<file path="src/rtl/fourier_result_reader.sv">
// fourier_result_reader
// Reads the N result bins out of the Fourier top once it reports done.
// For each bin the address is driven, RD_LAT cycles are allowed for the
// read data to settle, and the signed result is captured. The result is then
// presented on a valid/ready stream tagged with its bin index. The largest
// magnitude seen so far is tracked alongside.
// Losing fft_done while a bin is being read or presented abandons the sweep.

module fourier_result_reader #(
   parameter int N      = 10,
   parameter int DATA_W = 32,
   parameter int RD_LAT = 2
) (
   input  logic              clk,
   input  logic              reset,
   input  logic              start,
   input  logic              fft_done,
   output logic [31:0]       reg_addr,
   input  logic [DATA_W-1:0] reg_data,
   output logic              out_valid,
   input  logic              out_ready,
   output logic [31:0]       out_idx,
   output logic [DATA_W-1:0] out_data,
   output logic              busy,
   output logic              finished,
   output logic              aborted,
   output logic [31:0]       peak_idx,
   output logic [DATA_W-1:0] peak_mag
);

   // The latency counter has to hold RD_LAT itself.
   localparam int CNT_W = $clog2(RD_LAT + 1);
   localparam logic [CNT_W-1:0] LAT_LOAD = CNT_W'(RD_LAT);
   localparam logic [CNT_W-1:0] CNT_ONE  = CNT_W'(1);
   localparam logic [31:0]      LAST_BIN = 32'(N - 1);

   typedef enum logic [2:0] {
      IDLE,
      WAIT_DONE,
      LAT,
      PRESENT,
      DONE_S
   } state_t;

   state_t            state_reg, state_next;
   logic [31:0]       bin_reg, bin_next;
   logic [CNT_W-1:0]  cnt_reg, cnt_next;
   logic [31:0]       addr_reg, addr_next;
   logic              valid_reg, valid_next;
   logic [31:0]       idx_reg, idx_next;
   logic [DATA_W-1:0] data_reg, data_next;
   logic              busy_reg, busy_next;
   logic              fin_reg, fin_next;
   logic              abort_reg, abort_next;
   logic [31:0]       pidx_reg, pidx_next;
   logic [DATA_W-1:0] pmag_reg, pmag_next;

   // Magnitude of the incoming word as an unsigned value. Negating the most
   // negative code wraps back onto itself, which read as unsigned is exactly
   // 2^(DATA_W-1), so no extra bit or saturation is needed.
   logic [DATA_W-1:0] mag;

   assign mag = reg_data[DATA_W-1] ? (~reg_data + DATA_W'(1)) : reg_data;

   // State and datapath registers; reset puts every output at zero.
   always_ff @(posedge clk) begin
      if (reset) begin
         state_reg <= IDLE;
         bin_reg   <= '0;
         cnt_reg   <= '0;
         addr_reg  <= '0;
         valid_reg <= 1'b0;
         idx_reg   <= '0;
         data_reg  <= '0;
         busy_reg  <= 1'b0;
         fin_reg   <= 1'b0;
         abort_reg <= 1'b0;
         pidx_reg  <= '0;
         pmag_reg  <= '0;
      end else begin
         state_reg <= state_next;
         bin_reg   <= bin_next;
         cnt_reg   <= cnt_next;
         addr_reg  <= addr_next;
         valid_reg <= valid_next;
         idx_reg   <= idx_next;
         data_reg  <= data_next;
         busy_reg  <= busy_next;
         fin_reg   <= fin_next;
         abort_reg <= abort_next;
         pidx_reg  <= pidx_next;
         pmag_reg  <= pmag_next;
      end
   end

   // Next-state and next-output logic for the sweep sequencer.
   always_comb begin
      state_next = state_reg;
      bin_next   = bin_reg;
      cnt_next   = cnt_reg;
      addr_next  = addr_reg;
      valid_next = valid_reg;
      idx_next   = idx_reg;
      data_next  = data_reg;
      busy_next  = busy_reg;
      pidx_next  = pidx_reg;
      pmag_next  = pmag_reg;
      // Status flags are single-cycle pulses unless re-asserted below.
      fin_next   = 1'b0;
      abort_next = 1'b0;

      case (state_reg)
         IDLE: begin
            if (start) begin
               state_next = WAIT_DONE;
               busy_next  = 1'b1;
               pmag_next  = '0;
               pidx_next  = '0;
               addr_next  = '0;
               bin_next   = '0;
            end
         end

         WAIT_DONE: begin
            if (fft_done) begin
               state_next = LAT;
               cnt_next   = LAT_LOAD;
            end
         end

         LAT: begin
            if (!fft_done) begin
               state_next = IDLE;
               valid_next = 1'b0;
               abort_next = 1'b1;
               busy_next  = 1'b0;
            end else if (cnt_reg == '0) begin
               // Read data has settled for this address: capture it.
               state_next = PRESENT;
               data_next  = reg_data;
               idx_next   = bin_reg;
               valid_next = 1'b1;
               // Strict compare so the earliest bin keeps a tied peak.
               if (mag > pmag_reg) begin
                  pmag_next = mag;
                  pidx_next = bin_reg;
               end
            end else begin
               cnt_next = cnt_reg - CNT_ONE;
            end
         end

         PRESENT: begin
            // Losing fft_done wins over a simultaneous handshake, so that
            // beat is dropped rather than delivered.
            if (!fft_done) begin
               state_next = IDLE;
               valid_next = 1'b0;
               abort_next = 1'b1;
               busy_next  = 1'b0;
            end else if (out_ready) begin
               valid_next = 1'b0;
               if (bin_reg == LAST_BIN) begin
                  state_next = DONE_S;
               end else begin
                  state_next = LAT;
                  bin_next   = bin_reg + 32'd1;
                  addr_next  = bin_reg + 32'd1;
                  cnt_next   = LAT_LOAD;
               end
            end
         end

         DONE_S: begin
            // Address and peak results are left in place for the reader.
            state_next = IDLE;
            fin_next   = 1'b1;
            busy_next  = 1'b0;
         end

         default: begin
            state_next = IDLE;
         end
      endcase
   end

   assign reg_addr  = addr_reg;
   assign out_valid = valid_reg;
   assign out_idx   = idx_reg;
   assign out_data  = data_reg;
   assign busy      = busy_reg;
   assign finished  = fin_reg;
   assign aborted   = abort_reg;
   assign peak_idx  = pidx_reg;
   assign peak_mag  = pmag_reg;

endmodule
</file>
<file path="config.mk">
export PLATFORM = sky130hd
export DESIGN_NAME = fourier_result_reader
export DESIGN_NICKNAME = d
export VERILOG_FILES = /design/src/rtl/fourier_result_reader.sv
export SDC_FILE = /design/constraint.sdc
export NUM_CORES = 1
export LEC_CHECK = 0
export ABC_CLOCK_PERIOD_IN_PS = 7100
export CAP_MARGIN = 20
export CORE_ASPECT_RATIO = 0.5
export CORE_MARGIN = 5
export CORE_UTILIZATION = 50
export CTS_CLUSTER_DIAMETER = 120
export CTS_CLUSTER_SIZE = 25
export DETAILED_ROUTE_END_ITERATION = 10
export PLACE_DENSITY = 0.82
export SYNTH_ARGS = -nofsm -noshare
export SYNTH_HDL_FRONTEND = slang
export SYNTH_SLANG_ARGS = --single-unit
export TNS_END_PERCENT = 30
</file>
<file path="constraint.sdc">
create_clock -name clk -period 7.1 [get_ports clk]
set_input_delay 2.13 -clock clk [delete_from_list [all_inputs] [get_ports clk]]
set_output_delay 2.13 -clock clk [all_outputs]
set_load 0.02 [all_outputs]
</file>
==> flow_metrics.env <==
export IMPL_status="completed"
export IMPL_p_seq_share_pct=44.2
export IMPL_synthArstFlopShare_pct=0
export IMPL_clk_path_buf_depth=2
export IMPL_path_delay_family="simple AND/OR/NAND/NOR gates"
export IMPL_combPwrFrac_pct=12.8
export IMPL_fin_crit_sh_pct=93.2
export IMPL_clockRootBuffer="clkbuf_16"
export IMPL_antenna_found_initial=0
export IMPL_first_pass_iters=5
export IMPL_dp_hpwl_um=18100
export IMPL_clkTransAtPathRegs_ns=0.08
export IMPL_drive_above_1_share_pct=7.26
export IMPL_ios=201
export IMPL_p_switching_uw=645
export IMPL_cp_max_fo=28
export IMPL_clkSinkCount=169
export IMPL_leakage_nw=3.60
export IMPL_power_switching_share_pct=29.5
export IMPL_pwr_density_cell_mw_per_mm2=194
export IMPL_synth_cells=1012
export IMPL_overflow=0
export IMPL_worst_pin_slew_ns=1.05
export IMPL_hp_class="reg2reg"
export IMPL_cts_hold_buf=0
export IMPL_synth_edf_count=0
export IMPL_grt_pass1_vias=7947
export IMPL_max_stage_delay_ns=0.62
export IMPL_vias_per_cell=5.87
export IMPL_ys_flop_type="dfxtp_1"
export IMPL_ys_warnings_count=0
export IMPL_ir_drop_mv=0.174
export IMPL_num_vias=8284
export IMPL_die_height_um=102
export IMPL_core_region_area_mm2=0.0165
export IMPL_rsz0062_at_grt="no"
export IMPL_slew_violations=0
export IMPL_rows=33
export IMPL_path_class="in2reg"
export IMPL_drt_wl_total_um=26300
export IMPL_fmax_ghz=0.151
export IMPL_area_growth_pct=32.0
export IMPL_critPathCaptureType="register"
export IMPL_synth_nets=1085
export IMPL_antenna_cells=0
export IMPL_drtIter0Drc=595
export IMPL_nNetsFinal=1245
export IMPL_fillers=1327
export IMPL_whs_ns=0.456
export IMPL_die_area_mm2=0.0199
export IMPL_ys_seq_elements=169
export IMPL_gp_congestion=0.879
export IMPL_cp_slowest_cell="or4_1"
export IMPL_cts_buffers=17
export IMPL_final_hold_viol_count=0
export IMPL_cp_start_kind="primary input"
export IMPL_synth_cell_type_count=57
export IMPL_cts_max_level=4
export IMPL_fin_setup_tns_ns=0
export IMPL_cts_tree="yes"
export IMPL_syn_area_mm2=0.00851
export IMPL_cp_data_arrival_time_ns=6.93
export IMPL_gr_usage_all_layers_pct=25.4
export IMPL_start_util_pct=51.5
export IMPL_grt_pass1_wl_um=41600
export IMPL_slew_headroom_pct=30.1
export IMPL_clk_insertion_delay_late_ns=0.44
export IMPL_cp_num_buf_inv=2
export IMPL_cts_setup_buffers=0
export IMPL_die_w_um=194
export IMPL_p_int_mw=1.54
export IMPL_crit_required_ns=7.41
export IMPL_drcViolationCount=0
export IMPL_routedWlPerCell_um=18.6
export IMPL_timing_critical_path_cells="clkdlybuf4s50_1 > or4_1 > nand2b_1 > o41ai_1 > xnor2_1 > ha_1 > nand4_1 > or4_1 > a221oi_2 > o31a_2 > nor2_4 > buf_12 > o41ai_1"
export IMPL_syn_area_per_cell_um2=8.41
export IMPL_grt_start_max_net_pins=99
export IMPL_finalClockSkew_ns=0.0124
export IMPL_p_total_mw=2.18
export IMPL_ctsResizeCount=0
export IMPL_ys_seq_area_share_pct=39.8
export IMPL_portBuffers=200
export IMPL_layout_min_cycle_time_ns=6.62
export IMPL_drv_cap=0
export IMPL_setup_viol_count_final=0
export IMPL_p_clk_share_pct=43.0
export IMPL_antenna_left=0
power groups by stage:
stage	Sequential, mW	Clock, mW	Combinational [mW]
2_1_floorplan	0.992	0	0.172
3_3_place_gp	0.986	0	0.263
3_5_place_dp	0.987	0	0.271
4_1_cts	0.964	0.949	0.274
5_1_grt	0.965	0.989	0.302
6_report	0.964	0.939	0.279
cell usage in the layout (no fill, tap or decap), types with 13 or more instances in the layout:
cell	Yosys	routed
o41ai_2	17	17
clkbuf_16	0	17
o41ai_1	19	19
or3_1	18	18
nand3_1	20	19
nand2b_1	14	14
nand4_1	15	15
o21ai_0	45	45
inv_1	63	63
nor2_1	33	32
nor4_1	15	15
nand4b_1	29	29
dfxtp_1	169	169
nand2_1	163	163
ha_1	36	36
or4_1	18	18
o31ai_1	32	31
o211ai_1	22	22
buf_4	2	13
xnor2_1	42	42
clkdlybuf4s50_1	0	199
a21oi_1	98	98
routing by layer:
layer	wire, um	vias up	track usage (%)
met3	1650	36	5.17
met4	456	0	7.94
met1	11700	3978	33.0
met5	0	-	0
li1	-	3952	-
met2	12500	318	43.5
layout make-up:
| class | count | area, um^2 | area share (%) |
|---|---|---|---|
| Inverter | 63 | 236 | 2.11 |
| Clock inverter | 14 | 149 | 1.33 |
| Tap cell | 227 | 284 | 2.53 |
| Clock buffer | 18 | 439 | 3.91 |
| Timing Repair Buffer | 217 | 2160 | 19.2 |
| Multi-Input combinational cell | 704 | 4580 | 40.8 |
| Sequential cell | 169 | 3380 | 30.1 |
cell families after synthesis:
logic type,after synthesis,share of synthesized area [%]
AND/OR/NAND/NOR,362,22.3
adder cells (fa/ha/maj),36,5.29
flip-flops,169,39.8
multiplexers,1,0.118
AO/OA/AOI/OAI,260,21.1
XOR/XNOR,45,4.63
buffers and inverters,139,6.79
worst paths after layout:
| kind | cells after the start | slack (ns) | startpoint | end |
|---|---|---|---|---|
| setup / recovery | 13 | 0.48 | reg_data[8] | peak_idx[17] |
| hold / removal | 2 | 0.46 | out_idx[3] | out_idx[3] |
| setup reg to reg | 7 | 3.21 | state_reg[1] | peak_idx[17] |
| hold reg to reg | 2 | 0.46 | out_idx[3] | out_idx[3] |
worst register-to-register path: stages (launching register included):
cell	delay (ns)
dfxtp_1	0.57
nor3b_2	0.73
nand3_4	0.76
a32o_2	0.55
a31oi_4	0.48
nor2_4	0.18
buf_12	0.22
o41ai_1	0.29
cells in the mapped netlist, types with 19 or more instances:
cell type / number / area share (%)
o31ai_1: 32 / 2.8
nand2_1: 163 / 7.2
nand3_1: 20 / 1.2
o211ai_1: 22 / 1.9
clkbuf_1: 46 / 2.0
xnor2_1: 42 / 4.3
o21ai_0: 45 / 2.6
dfxtp_1: 169 / 40
o41ai_1: 19 / 2.0
nor2_1: 33 / 1.5
nand4b_1: 29 / 3.0
ha_1: 36 / 5.3
inv_1: 63 / 2.8
a21oi_1: 98 / 5.8
stage by stage:
step	setup slack, ns	utilization (%)	area (um^2)	std cells
2_1_floorplan	1.26	-	8510	1012
3_3_place_gp	0.340	64.2	10600	1377
3_5_place_dp	0.146	64.3	10600	1378
4_1_cts	0.576	67.9	11200	1410
5_1_grt	0.242	68.0	11200	1412
6_report	0.483	68.0	11200	1412
(Power assumes the default switching activity.)
